===== src/rtl/wb_arbiter_if.sv =====
// rtl/wb_arbiter_if.sv - producer/write-port bundle for the write-back arbiter
//
// Purpose: groups the per-source push channels and the register-file write
//          port of wb_arbiter into one interface.
// Signals:
//   s_valid/s_ready  per-source handshake (N_SRC bits)
//   s_addr/s_data    packed per-source destination address / result data,
//                    source i at [i*L +: L]
//   ard/drd          register-file write address/data (ard == 0 means idle)
//   wb_valid         write strobe, high whenever ard != 0
//   wb_src           index of the source currently on ard/drd
//   busy             any queued entry or a write in flight
// Modports: master = execution-unit side, slave = arbiter side.

`ifndef LEN_PREG_ADDR
`define LEN_PREG_ADDR 6
`endif
`ifndef LEN_WORD
`define LEN_WORD 32
`endif

interface wb_arbiter_if #(
   parameter int N_SRC = 3
) ();
   localparam int LA = `LEN_PREG_ADDR;
   localparam int LW = `LEN_WORD;
   localparam int SW = $clog2(N_SRC);

   logic [N_SRC-1:0]    s_valid;
   logic [N_SRC-1:0]    s_ready;
   logic [N_SRC*LA-1:0] s_addr;
   logic [N_SRC*LW-1:0] s_data;
   logic [LA-1:0]       ard;
   logic [LW-1:0]       drd;
   logic                wb_valid;
   logic [SW-1:0]       wb_src;
   logic                busy;

   modport master (
      output s_valid, s_addr, s_data,
      input  s_ready, ard, drd, wb_valid, wb_src, busy
   );

   modport slave (
      input  s_valid, s_addr, s_data,
      output s_ready, ard, drd, wb_valid, wb_src, busy
   );
endinterface


===== src/rtl/wb_arbiter.sv =====
// rtl/wb_arbiter.sv - multi-source write-back arbiter onto the register-file write port
//
// Purpose: each execution unit pushes (preg address, data) pairs into its own
//          DEPTH-entry FIFO; every cycle at most one non-empty FIFO is granted
//          and its head is registered onto ard/drd.
// Ports:
//   clk   clock
//   rstn  synchronous active-low reset
//   bus   wb_arbiter_if.slave (s_valid/s_ready/s_addr/s_data in,
//         ard/drd/wb_valid/wb_src/busy out)
// Build option: WB_ARB_RR_EN selects round-robin grant; otherwise fixed
//               priority with the lowest source index winning.

`ifndef LEN_PREG_ADDR
`define LEN_PREG_ADDR 6
`endif
`ifndef LEN_WORD
`define LEN_WORD 32
`endif

module wb_arbiter #(
   parameter int N_SRC = 3,
   parameter int DEPTH = 2
) (
   input logic          clk,
   input logic          rstn,
   wb_arbiter_if.slave  bus
);
   localparam int LA = `LEN_PREG_ADDR;
   localparam int LW = `LEN_WORD;
   localparam int PW = $clog2(DEPTH);
   localparam int CW = PW + 1;
   localparam int SW = $clog2(N_SRC);

   logic [LA-1:0] r_mem_addr [N_SRC][DEPTH];
   logic [LW-1:0] r_mem_data [N_SRC][DEPTH];
   logic [PW-1:0] r_wptr  [N_SRC];
   logic [PW-1:0] r_rptr  [N_SRC];
   logic [CW-1:0] r_count [N_SRC];

   logic [LA-1:0] r_ard;
   logic [LW-1:0] r_drd;
   logic          r_wb_valid;
   logic [SW-1:0] r_wb_src;

   logic [N_SRC-1:0] w_ready;
   logic [N_SRC-1:0] w_push;
   logic [N_SRC-1:0] w_req;
   logic [N_SRC-1:0] w_pop;
   logic             w_gnt;
   logic [SW-1:0]    w_gnt_idx;

   // Ready comes only from the registered count, so there is no path from
   // s_valid or the grant. Address-0 entries are accepted but never stored.
   always_comb begin
      w_ready = '0;
      w_push  = '0;
      w_req   = '0;
      for (int i = 0; i < N_SRC; i++) begin
         w_ready[i] = rstn && (r_count[i] < CW'(DEPTH));
         w_push[i]  = bus.s_valid[i] && w_ready[i] && (bus.s_addr[i*LA +: LA] != '0);
         w_req[i]   = (r_count[i] != '0);
      end
   end

`ifdef WB_ARB_RR_EN
   logic [SW-1:0] r_rr_ptr;
   int            w_idx;

   // Search starts one past the last granted source.
   always_comb begin
      w_gnt     = 1'b0;
      w_gnt_idx = '0;
      w_idx     = 0;
      for (int k = 1; k <= N_SRC; k++) begin
         w_idx = (int'(r_rr_ptr) + k) % N_SRC;
         if (!w_gnt && w_req[SW'(w_idx)]) begin
            w_gnt     = 1'b1;
            w_gnt_idx = SW'(w_idx);
         end
      end
   end

   always_ff @(posedge clk) begin
      if (!rstn) begin
         r_rr_ptr <= SW'(N_SRC - 1);
      end else if (w_gnt) begin
         r_rr_ptr <= w_gnt_idx;
      end
   end
`else
   // Scan from the top so the lowest requesting index is the last writer.
   always_comb begin
      w_gnt     = 1'b0;
      w_gnt_idx = '0;
      for (int i = N_SRC - 1; i >= 0; i--) begin
         if (w_req[i]) begin
            w_gnt     = 1'b1;
            w_gnt_idx = SW'(i);
         end
      end
   end
`endif

   always_comb begin
      w_pop = '0;
      if (w_gnt) begin
         w_pop[w_gnt_idx] = 1'b1;
      end
   end

   // Storage carries no reset; validity is tracked by the counts.
   always_ff @(posedge clk) begin
      for (int i = 0; i < N_SRC; i++) begin
         if (w_push[i]) begin
            r_mem_addr[i][r_wptr[i]] <= bus.s_addr[i*LA +: LA];
            r_mem_data[i][r_wptr[i]] <= bus.s_data[i*LW +: LW];
         end
      end
   end

   always_ff @(posedge clk) begin
      if (!rstn) begin
         for (int i = 0; i < N_SRC; i++) begin
            r_wptr[i]  <= '0;
            r_rptr[i]  <= '0;
            r_count[i] <= '0;
         end
         r_ard      <= '0;
         r_drd      <= '0;
         r_wb_valid <= 1'b0;
         r_wb_src   <= '0;
      end else begin
         for (int i = 0; i < N_SRC; i++) begin
            if (w_push[i]) begin
               r_wptr[i] <= r_wptr[i] + 1'b1;
            end
            if (w_pop[i]) begin
               r_rptr[i] <= r_rptr[i] + 1'b1;
            end
            // Simultaneous push and pop leaves the count unchanged.
            r_count[i] <= r_count[i] + CW'(w_push[i]) - CW'(w_pop[i]);
         end
         if (w_gnt) begin
            r_ard      <= r_mem_addr[w_gnt_idx][r_rptr[w_gnt_idx]];
            r_drd      <= r_mem_data[w_gnt_idx][r_rptr[w_gnt_idx]];
            r_wb_valid <= 1'b1;
            r_wb_src   <= w_gnt_idx;
         end else begin
            r_ard      <= '0;
            r_drd      <= '0;
            r_wb_valid <= 1'b0;
         end
      end
   end

   assign bus.s_ready  = w_ready;
   assign bus.ard      = r_ard;
   assign bus.drd      = r_drd;
   assign bus.wb_valid = r_wb_valid;
   assign bus.wb_src   = r_wb_src;
   assign bus.busy     = (|w_req) | r_wb_valid;

endmodule


===== src/flat_wrapper.sv =====
// flat-port wrapper written by rule: the top's interface ports become plain ports
module wb_arbiter_flat 
#(
   parameter int N_SRC = 3,
   parameter int DEPTH = 2
)
  (clk, rstn, bus_s_valid, bus_s_addr, bus_s_data, bus_s_ready, bus_ard, bus_drd, bus_wb_valid, bus_wb_src, bus_busy);
  wb_arbiter_if #(.N_SRC(N_SRC)) bus_i ();
  input logic clk;
  input logic rstn;
  input wire logic [$bits(bus_i.s_valid)-1:0] bus_s_valid;
  input wire logic [$bits(bus_i.s_addr)-1:0] bus_s_addr;
  input wire logic [$bits(bus_i.s_data)-1:0] bus_s_data;
  output wire logic [$bits(bus_i.s_ready)-1:0] bus_s_ready;
  output wire logic [$bits(bus_i.ard)-1:0] bus_ard;
  output wire logic [$bits(bus_i.drd)-1:0] bus_drd;
  output wire logic [$bits(bus_i.wb_valid)-1:0] bus_wb_valid;
  output wire logic [$bits(bus_i.wb_src)-1:0] bus_wb_src;
  output wire logic [$bits(bus_i.busy)-1:0] bus_busy;
  assign bus_i.s_valid = bus_s_valid;
  assign bus_i.s_addr = bus_s_addr;
  assign bus_i.s_data = bus_s_data;
  assign bus_s_ready = bus_i.s_ready;
  assign bus_ard = bus_i.ard;
  assign bus_drd = bus_i.drd;
  assign bus_wb_valid = bus_i.wb_valid;
  assign bus_wb_src = bus_i.wb_src;
  assign bus_busy = bus_i.busy;
  wb_arbiter #(.N_SRC(N_SRC), .DEPTH(DEPTH)) u_core (.clk(clk), .rstn(rstn), .bus(bus_i));
endmodule

===== config.mk =====
export PLATFORM = sky130hd
export DESIGN_NAME = wb_arbiter_flat
export DESIGN_NICKNAME = d
export VERILOG_FILES = /design/src/rtl/wb_arbiter_if.sv /design/src/rtl/wb_arbiter.sv /design/src/flat_wrapper.sv
export SDC_FILE = /design/constraint.sdc
export NUM_CORES = 1
export LEC_CHECK = 0
export CAP_MARGIN = 20
export CORE_MARGIN = 5
export CORE_UTILIZATION = 38
export CTS_BUF_LIST = sky130_fd_sc_hd__clkbuf_4 sky130_fd_sc_hd__clkbuf_8
export DETAILED_ROUTE_END_ITERATION = 8
export PLACE_DENSITY = 0.7
export SLEW_MARGIN = 30
export SYNTH_ARGS = -nofsm -noshare
export SYNTH_HDL_FRONTEND = slang
export SYNTH_SLANG_ARGS = --single-unit

===== constraint.sdc =====
create_clock -name clk -period 4.6 [get_ports clk]
set_input_delay 0.92 -clock clk [delete_from_list [all_inputs] [get_ports clk]]
set_output_delay 0.92 -clock clk [all_outputs]
set_load 0.01 [all_outputs]

=== After elaboration in Yosys (flattened, before gate mapping) ===
Memory sizes are Yosys's and may differ from the RTL's.
Index checks and enable logic that the tools add are counted.

* Register bits after elaboration: 41
* Bits in writable memories: 240
* Input bits: 119
* Output and inout port bits: 45
* Logic and storage cells: 131
* Memories: 5

{| class="wikitable"
|+ Memory list
! name !! words !! bits a word !! read ports !! clocked after memory_dff !! wr ports !! RTL line !! text
|-
| u_core.r_mem_data || 3 || 64 || 1 || 0 || 3 || wb_arbiter.sv:36 || <nowiki>logic [LW-1:0] r_mem_data [N_SRC][DEPTH];</nowiki>
|-
| u_core.r_mem_addr || 3 || 12 || 1 || 0 || 3 || wb_arbiter.sv:35 || <nowiki>logic [LA-1:0] r_mem_addr [N_SRC][DEPTH];</nowiki>
|-
| u_core.r_count || 3 || 2 || 3 || 0 || 3 || wb_arbiter.sv:39 || <nowiki>logic [CW-1:0] r_count [N_SRC];</nowiki>
|-
| u_core.r_rptr || 3 || 1 || 4 || 0 || 3 || wb_arbiter.sv:38 || <nowiki>logic [PW-1:0] r_rptr [N_SRC];</nowiki>
|-
| u_core.r_wptr || 3 || 1 || 3 || 0 || 3 || wb_arbiter.sv:37 || <nowiki>logic [PW-1:0] r_wptr [N_SRC];</nowiki>
|}

* Add/sub/neg operators: 12
* Order comparisons: 12
* Mux-type cells: 63
* Bitwise logic cells: 14
* Reduce and logical (&&, ||, !) cells: 21

{| class="wikitable"
|+ Operator list
! cell !! count
|-
| $mux 32 || 6
|-
| $mux 64 || 3
|-
| $demux 32 s1 || 3
|-
| $mux 12 || 3
|-
| $mux 6 || 6
|-
| $mux 1 || 31
|-
| $demux 6 s1 || 3
|-
| $reduce_bool 6->1 || 3
|-
| $logic_and 1x1->1 || 13
|-
| $mux 2 || 6
|-
| $or 1x1->1 || 10
|-
| $ge 2x2->1 const B || 4
|-
| $not 1->2 || 4
|-
| $add 1x1->1 const B || 6
|-
| $add 2x1->2 || 3
|-
| $lt 2x1->1 const B || 3
|-
| $lt 2x2->1 const B || 3
|-
| $reduce_bool 2->1 || 3
|-
| $sub 2x1->2 || 3
|-
| $lt 2x3->1 const B || 1
|-
| $mux 3 || 1
|-
| $reduce_or 3->1 || 1
|-
| $demux 1 s2 || 1
|-
| $ge 2x1->1 const B || 1
|-
| $reduce_and 2->1 || 1
|}

=== Logic depth before layout (Yosys ltp) ===
Gate-level depths: netlist (run 1).

* Depth in word-level cells: 13
* Mapped depth: 10
* Gate-level depth less buffers: 9

=== Worst setup path before layout (run 1) ===
OpenSTA, ideal clock, no wires.

* Kind: input port to flip-flop
* Start: in rstn
* End: mem u_core.r_mem_addr[0][10] (netlist bit), enable pin
* Setup time: 0.438 ns
* Arrival: 3.210 ns
* Data required time: 4.162 ns
* Slack: 0.953 ns
* Stages on the path: 3
* Path buffers: 0
* Path through: nor2b_1 > o311a_1 > nor2b_1

{| class="wikitable"
|+ RTL lines
! element !! RTL line !! text
|-
| from (decl) || flat_wrapper.sv:10 || <nowiki>input logic rstn;</nowiki>
|-
| to (decl) || wb_arbiter.sv:35 ||
|}

=== Worst setup path after layout (run 1) ===
* Start: in rstn
* End: out bus_s_ready[0]

* Longest elaborated chain between the ends: 1

{| class="wikitable"
|+ Ends and longest elaborated chain
! element !! RTL line !! text
|-
| $logic_and 1x1->1 || wb_arbiter.sv:60 || <nowiki>w_ready[i] = rstn && (r_count[i] < CW'(DEPTH));</nowiki>
|-
| to (decl) || flat_wrapper.sv:14 || <nowiki>output wire logic [$bits(bus_i.s_ready)-1:0] bus_s_ready;</nowiki>
|}

Every way passes these cells.

==> impl_metrics.prom, run 1 <==
# TYPE chip_impl_metric gauge
chip_impl_metric{name="timing.final.setup_violations",unit=""} 0
chip_impl_metric{name="placement_rows",unit=""} 61
chip_impl_metric{name="post-place-ws",unit="ns"} 1.06
chip_impl_metric{name="post-place-cells",unit=""} 1229
chip_impl_info{name="path_delay_family",value="buffers and inverters"} 1
chip_impl_metric{name="drt_pass1_iterations",unit=""} 5
chip_impl_metric{name="routabilityCongestion",unit=""} 0.790
chip_impl_metric{name="drt-vias-per-instance",unit=""} 5.14
chip_impl_metric{name="tns",unit="ns"} 0
chip_impl_info{name="rsz0062_at_grt",value="no"} 1
chip_impl_metric{name="max_slew.worst_pin.slew",unit="ns"} 0.972
chip_impl_metric{name="floorplan.initialDensity",unit=""} 0.382
chip_impl_metric{name="post_cts_repair_setup_buffers",unit=""} 0
chip_impl_info{name="worst_path_most_repeated_cell",value="sky130_fd_sc_hd__clkdlybuf4s50_1"} 1
chip_impl_metric{name="synth_fp_nets",unit=""} 842
chip_impl_metric{name="diodes",unit=""} 0
chip_impl_metric{name="chipHeight",unit="um"} 177
chip_impl_metric{name="later_pin_clock_latency_in_the_skew_report",unit="ns"} 0.54
chip_impl_metric{name="cp_num_buf_inv",unit=""} 2
chip_impl_metric{name="dp_hpwl",unit="um"} 18300
chip_impl_metric{name="avgSynthCellArea",unit="um2"} 14.7
chip_impl_metric{name="vias",unit=""} 6724
chip_impl_metric{name="synth-seq-area-share",unit=""} 0.755
chip_impl_info{name="timing.critical_path.to_type",value="output pin"} 1
chip_impl_metric{name="synth_fa_ha_area_frac",unit=""} 0.00593
chip_impl_metric{name="fillCellCount",unit=""} 2397
chip_impl_metric{name="antenna_violations_before_repair",unit=""} 3
chip_impl_metric{name="clock.fmax",unit="MHz"} 283
chip_impl_metric{name="synth_compound_area_frac",unit=""} 0.0814
chip_impl_metric{name="final_worst_path_cycle_share",unit=""} 0.768
chip_impl_metric{name="wl_per_cell",unit="um"} 21.0
chip_impl_info{name="cts_tree",value="done"} 1
chip_impl_info{name="clockRootBuffer",value="sky130_fd_sc_hd__clkbuf_8"} 1
chip_impl_metric{name="worst-r2r-setup-slack",unit="ns"} 1.40
chip_impl_metric{name="yosys.cell_types.count",unit=""} 39
chip_impl_metric{name="overall_overflow_remaining_after_global_route",unit=""} 0
chip_impl_metric{name="synthXorXnorAreaFrac",unit=""} 0.00415
chip_impl_metric{name="mappedNetlistArea",unit="mm2"} 0.0106
chip_impl_metric{name="postSynthRegisterBits",unit=""} 281
chip_impl_metric{name="synthToLayoutAreaGrowth",unit="%"} 28.3
chip_impl_metric{name="numnets_final",unit=""} 1021
chip_impl_metric{name="numClockSinks",unit=""} 281
chip_impl_metric{name="largest_net_degree_at_the_start_of_global_routing",unit=""} 85
chip_impl_metric{name="cts-root-to-sink-buffers",unit=""} 3
chip_impl_metric{name="clkTransAtPathRegs",unit="ns"} 0.06
chip_impl_metric{name="cts_repair_resize_count",unit=""} 0
chip_impl_metric{name="final.setup_skew",unit="ns"} 0.0154
chip_impl_info{name="min_path_type",value="flop to flop"} 1
chip_impl_info{name="largest_family_of_logic_cells_by_synthesized_area",value="simple AND/OR/NAND/NOR gates"} 1
chip_impl_metric{name="drtIter0Drc",unit=""} 436
chip_impl_metric{name="maxCapViolations",unit=""} 0
chip_impl_metric{name="h-tree-depth",unit=""} 2
chip_impl_metric{name="finalPower",unit="uW"} 7680
chip_impl_metric{name="timing.hold.worst_path_depth",unit=""} 2
chip_impl_metric{name="die-width",unit="um"} 177
chip_impl_metric{name="wirelength",unit="um"} 27600
chip_impl_metric{name="final_cell_count_no_fill",unit=""} 1309
chip_impl_metric{name="worstPathMaxFanout",unit=""} 16
chip_impl_metric{name="detail_route.drc_violations",unit=""} 0
chip_impl_info{name="setup.worst_path.class",value="input port to output pin"} 1
chip_impl_info{name="critical_path_slowest_stage_cell",value="sky130_fd_sc_hd__clkdlybuf4s50_1"} 1
chip_impl_metric{name="peakVddDrop",unit="mV"} 0.351
chip_impl_metric{name="die-area",unit="mm2"} 0.0312
chip_impl_metric{name="floorplan.core_area",unit="mm2"} 0.0276
chip_impl_info{name="setup.worst_path.start_class",value="input port"} 1
chip_impl_info{name="worstPathCellList",value="clkdlybuf4s50_1, nor2b_1, clkdlybuf4s50_1"} 1
chip_impl_metric{name="power_per_cell_area",unit="mW/mm2"} 567
chip_impl_metric{name="period_needed",unit="ns"} 3.53
chip_impl_metric{name="cp_data_required_time",unit="ns"} 3.68
chip_impl_info{name="worstReg2RegEnd",value="u_core.bus.drd[31]"} 1
chip_impl_metric{name="wire_length_of_the_first_global_routing_pass",unit="um"} 41100
chip_impl_info{name="hp-start",value="u_core.bus.wb_src[0]"} 1
chip_impl_metric{name="slowest_delay",unit="ns"} 0.78
chip_impl_metric{name="cts_hold_buf",unit=""} 0
chip_impl_metric{name="final_layout_size_suffix_gt1_frac",unit=""} 0.113
chip_impl_metric{name="cp_data_arrival_time",unit="ns"} 2.61
chip_impl_metric{name="drv_slew",unit=""} 0
chip_impl_metric{name="buffer_ports.inserted",unit=""} 163
chip_impl_metric{name="vias_in_the_first_global_route",unit=""} 6837
chip_impl_metric{name="synthCells",unit=""} 718
chip_impl_info{name="r2r_start",value="u_core.r_count[0][5]"} 1
chip_impl_metric{name="worst_slew_margin_rel",unit=""} 0.348
chip_impl_metric{name="setup_ws",unit="ns"} 1.07
chip_impl_metric{name="post_detailed_route_count_of_antenna_violating_nets",unit=""} 0
chip_impl_info{name="holdPathEnd",value="u_core.bus.wb_src[0]"} 1
chip_impl_metric{name="p_leak",unit="uW"} 0.00483
chip_impl_metric{name="placedInstanceArea",unit="mm2"} 0.0126
chip_impl_metric{name="synth-warning-count",unit=""} 0
chip_impl_metric{name="post-route-cell-area",unit="mm2"} 0.0135
chip_impl_metric{name="grt_util_all_layers",unit=""} 0.173
chip_impl_info{name="status",value="completed"} 1
chip_impl_metric{name="cts_buffers",unit=""} 44
chip_impl_metric{name="share_of_cell_area_taken_by_muxes_after_synthesis",unit=""} 0.0237
chip_impl_metric{name="reg2reg_depth",unit=""} 7
chip_impl_metric{name="post_synth_and_or_nand_nor_area_fraction",unit=""} 0.107
chip_impl_metric{name="io_pins",unit=""} 164
chip_impl_metric{name="report.final.hold_viol_count",unit=""} 0
-- registers in the layout, indices dropped and copies added (netlist names) --
signal,count
u_core.r_mem_data,192
u_core.r_mem_addr,36
u_core.bus.drd,32
u_core.bus.ard,6
u_core.r_count,6
u_core.r_rptr,3
u_core.r_wptr,3
u_core.bus.wb_src,2
u_core.bus.wb_valid,1
-- placed cells by master (no fill, tap or decap), types with 2 or more instances in the layout --
cell	netlist	final
sky130_fd_sc_hd__clkinv_1	1	7
sky130_fd_sc_hd__xnor2_1	5	5
sky130_fd_sc_hd__buf_12	0	2
sky130_fd_sc_hd__nor2b_4	0	3
sky130_fd_sc_hd__and2_2	0	3
sky130_fd_sc_hd__o311a_1	3	3
sky130_fd_sc_hd__nor2_1	59	59
sky130_fd_sc_hd__bufinv_16	0	2
sky130_fd_sc_hd__or4_1	4	4
sky130_fd_sc_hd__a21oi_1	13	13
sky130_fd_sc_hd__clkinvlp_4	0	2
sky130_fd_sc_hd__nor2b_1	7	4
sky130_fd_sc_hd__edfxtp_1	234	234
sky130_fd_sc_hd__a211oi_1	25	25
sky130_fd_sc_hd__nand2_4	1	2
sky130_fd_sc_hd__nand2_1	58	57
sky130_fd_sc_hd__nor3_1	27	27
sky130_fd_sc_hd__mux2i_1	25	25
sky130_fd_sc_hd__o21ai_0	13	13
sky130_fd_sc_hd__inv_1	5	5
sky130_fd_sc_hd__clkdlybuf4s50_1	0	163
sky130_fd_sc_hd__nand2b_1	4	4
sky130_fd_sc_hd__o21ai_1	12	12
sky130_fd_sc_hd__nand3_1	2	2
sky130_fd_sc_hd__a31oi_1	25	25
sky130_fd_sc_hd__buf_4	4	13
sky130_fd_sc_hd__a311o_1	26	26
sky130_fd_sc_hd__dfxtp_1	47	47
sky130_fd_sc_hd__clkinv_2	0	8
sky130_fd_sc_hd__inv_2	2	2
sky130_fd_sc_hd__and3_1	50	50
sky130_fd_sc_hd__and2_1	9	6
sky130_fd_sc_hd__ha_1	5	5
sky130_fd_sc_hd__or2_1	3	2
sky130_fd_sc_hd__clkbuf_8	0	49
sky130_fd_sc_hd__clkbuf_4	0	13
-- power breakdown --
part / total, uW / switching [uW] / internal [uW] / leakage [uW]
clock network: 2130 / 936 / 1200 / 0.000481
registers: 3150 / 94.1 / 3050 / 0.00254
logic: 2390 / 1450 / 948 / 0.00181
total: 7680 / 2480 / 5200 / 0.00483
-- final cells by class --
cell class	count	area (um2)	area share
repair buffers	178	1770	0.131
clock inverters	18	138	0.0102
clock buffers	62	772	0.0570
well taps	378	473	0.0349
inverters	8	30.0	0.00222
flip-flops and latches	281	7970	0.588
multi-input cells	384	2390	0.177
-- worst register-to-register path, delay by kind of cell (launching register included) --
family,cells,cell delay (ns)
compound gates,2,0.98
buf+inv,2,0.86
flops,1,0.34
simple gates,3,0.91
-- cells by family after synthesis --
family / after synthesis
AOI/OAI and AO/OA: 121
xor gates and xnor gates: 5
adders and majority gates: 5
buffers and inverters: 53
DFF: 281
muxes: 25
and+or+nand+nor: 228
-- per-stage QoR --
step | utilization | hold WS (ns)
2_1_floorplan | - | 0.499
3_3_place_gp | 0.457 | 0.503
3_5_place_dp | 0.457 | 0.506
4_1_cts | 0.490 | 0.515
5_1_grt | 0.490 | 0.550
6_report | 0.490 | 0.513
-- cell usage after synthesis --
library cell	number	area share
sky130_fd_sc_hd__nand2_4	1	0.0011
sky130_fd_sc_hd__nor2b_1	7	0.0041
sky130_fd_sc_hd__o31a_1	1	0.00083
sky130_fd_sc_hd__a21oi_1	13	0.0062
sky130_fd_sc_hd__nand2b_1	4	0.0024
sky130_fd_sc_hd__ha_1	5	0.0059
sky130_fd_sc_hd__mux2i_1	25	0.024
sky130_fd_sc_hd__nor3_1	27	0.013
sky130_fd_sc_hd__nor2_2	1	0.00059
sky130_fd_sc_hd__o21ai_1	12	0.0057
sky130_fd_sc_hd__o311a_1	3	0.0028
sky130_fd_sc_hd__a311o_1	26	0.025
sky130_fd_sc_hd__xnor2_1	5	0.0041
sky130_fd_sc_hd__nor4_4	1	0.0020
sky130_fd_sc_hd__nor2_1	59	0.021
sky130_fd_sc_hd__o21ai_0	13	0.0062
sky130_fd_sc_hd__or4_1	4	0.0028
sky130_fd_sc_hd__or2_1	3	0.0018
sky130_fd_sc_hd__inv_2	2	0.00071
sky130_fd_sc_hd__a21boi_2	1	0.0011
sky130_fd_sc_hd__a21boi_0	1	0.00071
sky130_fd_sc_hd__buf_6	1	0.0011
sky130_fd_sc_hd__buf_2	18	0.0085
sky130_fd_sc_hd__edfxtp_1	234	0.67
sky130_fd_sc_hd__dfxtp_1	47	0.089
sky130_fd_sc_hd__buf_1	1	0.00036
sky130_fd_sc_hd__clkinv_1	1	0.00036
sky130_fd_sc_hd__o31ai_1	1	0.00071
sky130_fd_sc_hd__buf_4	4	0.0028
sky130_fd_sc_hd__nand2_1	58	0.021
sky130_fd_sc_hd__nand3_1	2	0.00095
sky130_fd_sc_hd__and3_1	50	0.030
sky130_fd_sc_hd__and2_1	9	0.0053
sky130_fd_sc_hd__inv_1	5	0.0018
sky130_fd_sc_hd__clkbuf_1	21	0.0075
sky130_fd_sc_hd__a211oi_1	25	0.018
sky130_fd_sc_hd__a31oi_1	25	0.015
sky130_fd_sc_hd__and3_4	1	0.0011
sky130_fd_sc_hd__or3_1	1	0.00059
-- layer usage --
metal / track usage / vias up / part of all wire
met4: 0.0438 / 6 / 0.017
met1: 0.236 / 3291 / 0.43
met2: 0.279 / 285 / 0.47
met3: 0.0432 / 46 / 0.082
met5: 0 / - / 0.0012
li1: - / 3096 / -
-- worst max path at each step --
stage | from | to | depth (start not counted)
5_1_grt | rstn | bus_s_ready[0] | 3
2_1_floorplan | rstn | u_core.r_mem_addr[0][10] | 3
4_1_cts | rstn | bus_s_ready[0] | 3
6_report | rstn | bus_s_ready[0] | 3
3_3_place_gp | rstn | u_core.r_mem_data[0][26] | 5
3_5_place_dp | rstn | u_core.r_mem_data[0][26] | 5
Power figures use the tool's default switching activity.
==> inputs of run 2 (changes only) <==
==> constraint.sdc (replaced) <==
create_clock -name clk -period 3.3 [get_ports clk]
set_input_delay 0.66 -clock clk [delete_from_list [all_inputs] [get_ports clk]]
set_output_delay 0.66 -clock clk [all_outputs]
set_load 0.01 [all_outputs]
==> run 2 against run 1 <==
  * Critical endpoint is now bus_busy
  * First-iteration DRC count up 6.0%
  * Final cell count up 0.99%
  * Clock power up 40%
  * Sequential power up 40%
  * Clock skew up 0.0056 ns
  * Critical path depth unchanged
  * Hold slack better by 0.012 ns
  * Routed wire length down 2.6%
  * Cell area up 0.78%
  * Via count down 0.45%
==> impl_metrics.prom, run 2 (same netlist as run 1, synthesis figures left out) <==
# TYPE chip_impl_metric gauge
chip_impl_metric{name="drtIter0Drc",unit=""} 462
chip_impl_metric{name="worst_slew_margin_rel",unit=""} 0.497
chip_impl_info{name="critical_path_slowest_stage_cell",value="sky130_fd_sc_hd__or4_1"} 1
chip_impl_metric{name="groute.layer.met3.usage",unit=""} 0.0470
chip_impl_metric{name="chipHeight",unit="um"} 177
chip_impl_metric{name="worstPathMaxFanout",unit=""} 5
chip_impl_metric{name="cp_data_required_time",unit="ns"} 2.64
chip_impl_metric{name="drt_pass1_iterations",unit=""} 5
chip_impl_metric{name="slowest_delay",unit="ns"} 0.53
chip_impl_metric{name="globalRouteMet2Util",unit=""} 0.270
chip_impl_metric{name="die-area",unit="mm2"} 0.0312
chip_impl_metric{name="cp_data_arrival_time",unit="ns"} 2.27
chip_impl_metric{name="wirelength",unit="um"} 26800
chip_impl_metric{name="worst-r2r-setup-slack",unit="ns"} 0.38
chip_impl_metric{name="final.setup_skew",unit="ns"} 0.0210
chip_impl_metric{name="grt_util_met1",unit=""} 0.222
chip_impl_metric{name="die-width",unit="um"} 177
chip_impl_metric{name="wl_per_cell",unit="um"} 20.3
chip_impl_info{name="min_path_type",value="flop to flop"} 1
chip_impl_metric{name="post-route-cell-area",unit="mm2"} 0.0136
chip_impl_info{name="cts_tree",value="done"} 1
chip_impl_info{name="timing.critical_path.to_type",value="output pin"} 1
chip_impl_metric{name="clkTransAtPathRegs",unit="ns"} 0.07
chip_impl_metric{name="power_per_cell_area",unit="mW/mm2"} 789
chip_impl_info{name="mostFrequentLayoutCell",value="sky130_fd_sc_hd__edfxtp_1"} 1
chip_impl_metric{name="largest_register_ffs",unit=""} 192
chip_impl_metric{name="clock.fmax",unit="MHz"} 341
chip_impl_metric{name="p_leak",unit="uW"} 0.00488
chip_impl_metric{name="placedInstanceArea",unit="mm2"} 0.0127
chip_impl_metric{name="cts_hold_buf",unit=""} 0
chip_impl_info{name="worstPathCellList",value="or4_1, or3_1, clkdlybuf4s50_1"} 1
chip_impl_metric{name="peakVddDrop",unit="mV"} 0.370
chip_impl_metric{name="tns",unit="ns"} 0
chip_impl_info{name="setup.worst_path.class",value="flop to output pin"} 1
chip_impl_metric{name="grt_util_all_layers",unit=""} 0.168
chip_impl_info{name="rsz0062_at_grt",value="no"} 1
chip_impl_metric{name="timing.hold.worst_path_depth",unit=""} 2
chip_impl_info{name="setup.worst_path.start_class",value="flop"} 1
chip_impl_metric{name="final_layout_size_suffix_gt1_frac",unit=""} 0.121
chip_impl_metric{name="floorplan.initialDensity",unit=""} 0.382
chip_impl_metric{name="dp_hpwl",unit="um"} 17700
chip_impl_metric{name="numnets_final",unit=""} 1030
chip_impl_metric{name="cts_repair_resize_count",unit=""} 0
chip_impl_info{name="status",value="completed"} 1
chip_impl_metric{name="vias_in_the_first_global_route",unit=""} 6903
chip_impl_metric{name="synthToLayoutAreaGrowth",unit="%"} 29.3
chip_impl_metric{name="post_detailed_route_count_of_antenna_violating_nets",unit=""} 0
chip_impl_metric{name="drv_slew",unit=""} 0
chip_impl_metric{name="reg2reg_depth",unit=""} 8
chip_impl_info{name="clockRootBuffer",value="sky130_fd_sc_hd__clkbuf_8"} 1
chip_impl_metric{name="placement_rows",unit=""} 61
chip_impl_metric{name="largest_net_degree_at_the_start_of_global_routing",unit=""} 50
chip_impl_metric{name="io_pins",unit=""} 164
chip_impl_metric{name="wire_length_of_the_first_global_routing_pass",unit="um"} 40100
chip_impl_metric{name="drt-vias-per-instance",unit=""} 5.06
chip_impl_info{name="busiest_layer",value="met2"} 1
chip_impl_metric{name="timing.final.setup_violations",unit=""} 0
chip_impl_metric{name="later_pin_clock_latency_in_the_skew_report",unit="ns"} 0.54
chip_impl_metric{name="buffer_ports.inserted",unit=""} 163
chip_impl_metric{name="numClockSinks",unit=""} 281
chip_impl_metric{name="period_needed",unit="ns"} 2.93
chip_impl_metric{name="antenna_violations_before_repair",unit=""} 2
chip_impl_metric{name="vias",unit=""} 6694
chip_impl_metric{name="routabilityCongestion",unit=""} 0.778
chip_impl_metric{name="overall_overflow_remaining_after_global_route",unit=""} 0
chip_impl_metric{name="maxCapViolations",unit=""} 0
chip_impl_metric{name="cts-root-to-sink-buffers",unit=""} 3
chip_impl_info{name="layout.cells.most_common_list",value="sky130_fd_sc_hd__edfxtp_1 (234), sky130_fd_sc_hd__clkdlybuf4s50_1 (163), sky130_fd_sc_hd__nor2_1 (59)"} 1
chip_impl_metric{name="post_cts_repair_setup_buffers",unit=""} 0
chip_impl_metric{name="path_depth",unit=""} 3
chip_impl_metric{name="floorplan.core_area",unit="mm2"} 0.0276
chip_impl_metric{name="final_worst_path_cycle_share",unit=""} 0.889
chip_impl_metric{name="report.final.hold_viol_count",unit=""} 0
chip_impl_metric{name="max_slew.worst_pin.slew",unit="ns"} 0.754
chip_impl_metric{name="cts_buffers",unit=""} 44
chip_impl_metric{name="cp_num_buf_inv",unit=""} 1
chip_impl_info{name="path_delay_family",value="simple AND/OR/NAND/NOR gates"} 1
chip_impl_metric{name="h-tree-depth",unit=""} 2
chip_impl_metric{name="detail_route.drc_violations",unit=""} 0
[run 2: final timing paths]
kind	from	endpoint
worst min register to register	u_core.bus.wb_src[1]	u_core.bus.wb_src[1]
worst min-delay path	u_core.bus.wb_src[1]	u_core.bus.wb_src[1]
worst max register to register	u_core.r_count[0][1]	u_core.r_count[0][3]
worst max-delay path	u_core.r_count[0][3]	bus_busy
[run 2: per-layer routing]
| layer | up-vias | share of wire |
|---|---|---|
| met5 | - | 0 |
| met4 | 0 | 0.021 |
| met3 | 32 | 0.079 |
| met1 | 3274 | 0.42 |
| li1 | 3111 | - |
| met2 | 277 | 0.48 |
[run 2: cell type report]
type	count	area [um2]
antenna	2	5.00
clock buffer	67	828
clock inverter	15	100
fill	2370	14000
inverter	8	30.0
multi-input combinational	384	2390
sequential	281	7970
tap	378	473
timing repair buffer	187	1850
[run 2: per-stage QoR]
stage,hold slack (ns),std cells,setup WS (ns),util,power [uW]
after floorplan,0.499,718,0.626,-,6590
after global placement,0.498,1238,0.350,0.460,7780
after detailed placement,0.507,1238,0.349,0.460,7880
after CTS,0.525,1320,0.324,0.494,10900
after global routing,0.554,1322,0.180,0.494,11400
final,0.526,1322,0.366,0.494,10800
[run 2: worst reg2reg max path, delay by kind of cell (launching register included)]
kind / cells / cell delay [ns]
xor+xnor: 1 / 0.08
simple gates: 3 / 1.25
buf+inv: 2 / 0.63
flops: 1 / 0.38
fa+ha+maj: 2 / 0.48
[run 2: report_power, final]
| group | switching [uW] | internal [uW] | total [uW] |
|---|---|---|---|
| Combinational | 1990 | 1400 | 3380 |
| Clock | 1300 | 1690 | 2990 |
| Sequential | 139 | 4260 | 4400 |
==> inputs of run 3 (changes only) <==
--- a/config.mk
+++ b/config.mk
@@ -6,11 +6,11 @@
 export NUM_CORES = 1
 export LEC_CHECK = 0
 export CAP_MARGIN = 20
-export CORE_MARGIN = 5
+export CORE_MARGIN = 3
 export CORE_UTILIZATION = 38
 export CTS_BUF_LIST = sky130_fd_sc_hd__clkbuf_4 sky130_fd_sc_hd__clkbuf_8
 export DETAILED_ROUTE_END_ITERATION = 8
-export PLACE_DENSITY = 0.7
+export PLACE_DENSITY = 0.72
 export SLEW_MARGIN = 30
 export SYNTH_ARGS = -nofsm -noshare
 export SYNTH_HDL_FRONTEND = slang
==> constraint.sdc (replaced) <==
create_clock -name clk -period 2.4 [get_ports clk]
set_input_delay 0.48 -clock clk [delete_from_list [all_inputs] [get_ports clk]]
set_output_delay 0.48 -clock clk [all_outputs]
set_load 0.01 [all_outputs]
==> run 3 against run 2 <==
  * Via count rose by 3.0%
  * Die area fell by 4.5%
  * Non-clock buffer count rose by 26
  * Combinational power rose by 45%
==> impl_metrics.prom, run 3 (same netlist as run 1, synthesis figures left out) <==
# TYPE chip_impl_metric gauge
chip_impl_metric{name="chipHeight",unit="um"} 173
chip_impl_metric{name="largest_net_degree_at_the_start_of_global_routing",unit=""} 129
chip_impl_metric{name="slowest_delay",unit="ns"} 0.53
chip_impl_metric{name="drv_slew",unit=""} 0
chip_impl_metric{name="floorplan.core_area",unit="mm2"} 0.0271
chip_impl_metric{name="cellInternalPower",unit="uW"} 10400
chip_impl_info{name="layout.cells.most_common_list",value="sky130_fd_sc_hd__edfxtp_1 (234), sky130_fd_sc_hd__clkdlybuf4s50_1 (162), sky130_fd_sc_hd__nor2_1 (59)"} 1
chip_impl_metric{name="synthToLayoutAreaGrowth",unit="%"} 33.0
chip_impl_metric{name="cp_data_required_time",unit="ns"} 1.92
chip_impl_metric{name="final_layout_size_suffix_gt1_frac",unit=""} 0.148
chip_impl_metric{name="timing.final.setup_violations",unit=""} 0
chip_impl_metric{name="antenna_violations_before_repair",unit=""} 2
chip_impl_metric{name="dp_hpwl",unit="um"} 18300
chip_impl_metric{name="post-place-cells",unit=""} 1258
chip_impl_info{name="setup.worst_path.start_class",value="flop"} 1
chip_impl_metric{name="die-area",unit="mm2"} 0.0298
chip_impl_metric{name="io_pins",unit=""} 164
chip_impl_metric{name="detail_route.drc_violations",unit=""} 0
chip_impl_metric{name="total_switching_power",unit="uW"} 4790
chip_impl_metric{name="vias_in_the_first_global_route",unit=""} 6940
chip_impl_metric{name="report.final.hold_viol_count",unit=""} 0
chip_impl_metric{name="overall_overflow_remaining_after_global_route",unit=""} 0
chip_impl_metric{name="power.sequential.fraction",unit=""} 0.398
chip_impl_metric{name="drt_pass1_iterations",unit=""} 5
chip_impl_metric{name="period_needed",unit="ns"} 2.40
chip_impl_metric{name="later_pin_clock_latency_in_the_skew_report",unit="ns"} 0.56
chip_impl_metric{name="h-tree-depth",unit=""} 2
chip_impl_metric{name="drt-vias-per-instance",unit=""} 5.16
chip_impl_info{name="clockRootBuffer",value="sky130_fd_sc_hd__clkbuf_8"} 1
chip_impl_metric{name="die-width",unit="um"} 173
chip_impl_metric{name="cp_num_buf_inv",unit=""} 1
chip_impl_metric{name="post-place-ws",unit="ns"} -0.240
chip_impl_metric{name="max_slew.worst_pin.slew",unit="ns"} 0.626
chip_impl_metric{name="setup_ws",unit="ns"} 0.00312
chip_impl_metric{name="sw_frac_of_total",unit=""} 0.316
chip_impl_metric{name="cp_data_arrival_time",unit="ns"} 1.92
chip_impl_info{name="mostFrequentLayoutCell",value="sky130_fd_sc_hd__edfxtp_1"} 1
chip_impl_metric{name="cts-root-to-sink-buffers",unit=""} 3
chip_impl_info{name="critical_path_slowest_stage_cell",value="sky130_fd_sc_hd__or4_1"} 1
chip_impl_metric{name="clock.fmax",unit="MHz"} 417
chip_impl_metric{name="peakVddDrop",unit="mV"} 0.785
chip_impl_info{name="status",value="completed"} 1
chip_impl_metric{name="largest_register_ffs",unit=""} 192
chip_impl_metric{name="numClockSinks",unit=""} 281
chip_impl_metric{name="vias",unit=""} 6896
chip_impl_metric{name="drtIter0Drc",unit=""} 645
chip_impl_metric{name="buffer_ports.inserted",unit=""} 163
chip_impl_metric{name="final-seq-area",unit="mm2"} 0.00797
chip_impl_metric{name="final_worst_path_cycle_share",unit=""} 0.999
chip_impl_metric{name="cts_buffers",unit=""} 42
chip_impl_metric{name="grt_util_all_layers",unit=""} 0.176
chip_impl_info{name="path_delay_family",value="simple AND/OR/NAND/NOR gates"} 1
chip_impl_metric{name="final_cell_count_no_fill",unit=""} 1336
chip_impl_metric{name="power_per_cell_area",unit="mW/mm2"} 1080
chip_impl_metric{name="diodes",unit=""} 0
chip_impl_metric{name="maxCapViolations",unit=""} 0
chip_impl_info{name="rsz0062_at_grt",value="yes"} 1
chip_impl_metric{name="post_detailed_route_count_of_antenna_violating_nets",unit=""} 0
chip_impl_metric{name="post_cts_repair_setup_buffers",unit=""} 0
chip_impl_metric{name="wire_length_of_the_first_global_routing_pass",unit="um"} 40800
chip_impl_metric{name="multi_input_area",unit="mm2"} 0.00240
chip_impl_metric{name="worst_slew_margin_rel",unit=""} 0.583
chip_impl_metric{name="routabilityCongestion",unit=""} 0.786
chip_impl_metric{name="power_frac_comb",unit=""} 0.323
chip_impl_metric{name="placement_rows",unit=""} 60
chip_impl_metric{name="clkTransAtPathRegs",unit="ns"} 0.07
chip_impl_metric{name="worstPathMaxFanout",unit=""} 5
chip_impl_info{name="timing.critical_path.to_type",value="output pin"} 1
chip_impl_metric{name="final.setup_skew",unit="ns"} 0.0324
chip_impl_metric{name="wirelength",unit="um"} 27000
chip_impl_metric{name="clock_power_share",unit=""} 0.279
chip_impl_info{name="worstPathCellList",value="or4_1, or3_1, buf_2"} 1
chip_impl_metric{name="fillCellCount",unit=""} 2211
chip_impl_info{name="cts_tree",value="done"} 1
chip_impl_metric{name="p_leak",unit="uW"} 0.00507
chip_impl_metric{name="cts_hold_buf",unit=""} 0
chip_impl_metric{name="numnets_final",unit=""} 1054
chip_impl_info{name="min_path_type",value="input port to flop"} 1
chip_impl_metric{name="final.hold.worst_slack",unit="ns"} 0.513
chip_impl_info{name="setup.worst_path.class",value="flop to output pin"} 1
chip_impl_metric{name="floorplan.initialDensity",unit=""} 0.389
chip_impl_metric{name="wl_per_cell",unit="um"} 20.2
[run 3: power by group through the flow]
stage          Combinational (uW)  Clock, uW  Sequential [uW]
2_1_floorplan                2870          0             6200
3_3_place_gp                 4800          0             6130
3_5_place_dp                 4930          0             6130
4_1_cts                      4940       4320             6030
5_1_grt                      5300       4520             6070
6_report                     4900       4230             6030
[run 3: routing by layer]
layer,global-route usage,share of wire
met1,0.243,0.44
met5,0,0.00063
met3,0.0426,0.071
met2,0.280,0.47
met4,0.0497,0.021
[run 3: layout make-up]
type	count	share of cell area
tap	372	0.0331
clock buffer	63	0.0555
timing repair buffer	213	0.159
inverter	8	0.00214
multi-input combinational	384	0.171
sequential	281	0.568
clock inverter	15	0.0120
[run 3: worst paths after layout]
| check | start | endpoint | slack [ns] | depth (start not counted) |
|---|---|---|---|---|
| max | u_core.r_count[0][3] | bus_busy | 0.003 | 3 |
| max reg2reg | u_core.r_count[0][5] | u_core.bus.drd[1] | 0.31 | 6 |
| min reg2reg | u_core.bus.wb_src[1] | u_core.bus.wb_src[1] | 0.53 | 2 |
| min | bus_s_data[35] | u_core.r_mem_data[1][35] | 0.51 | 1 |
[run 3: through the flow]
step                       TNS, ns  area, um2  power (uW)   util
after floorplan                  0      10600        9070      -
after global placement      -37.39      13000       10900  0.481
after detailed placement    -29.68      13100       11100  0.483
after CTS                 -0.00582      14000       15300  0.518
after global routing       -0.0607      14000       15900  0.518
final                            0      14000       15200  0.518
[run 3: what timing repair did]
| item | in CTS | in global routing |
|---|---|---|
| endpoints found under the hold margin | 0 | 0 |
| resized for setup | 7 | 3 |
| endpoints found under the setup margin | 3 | 3 |
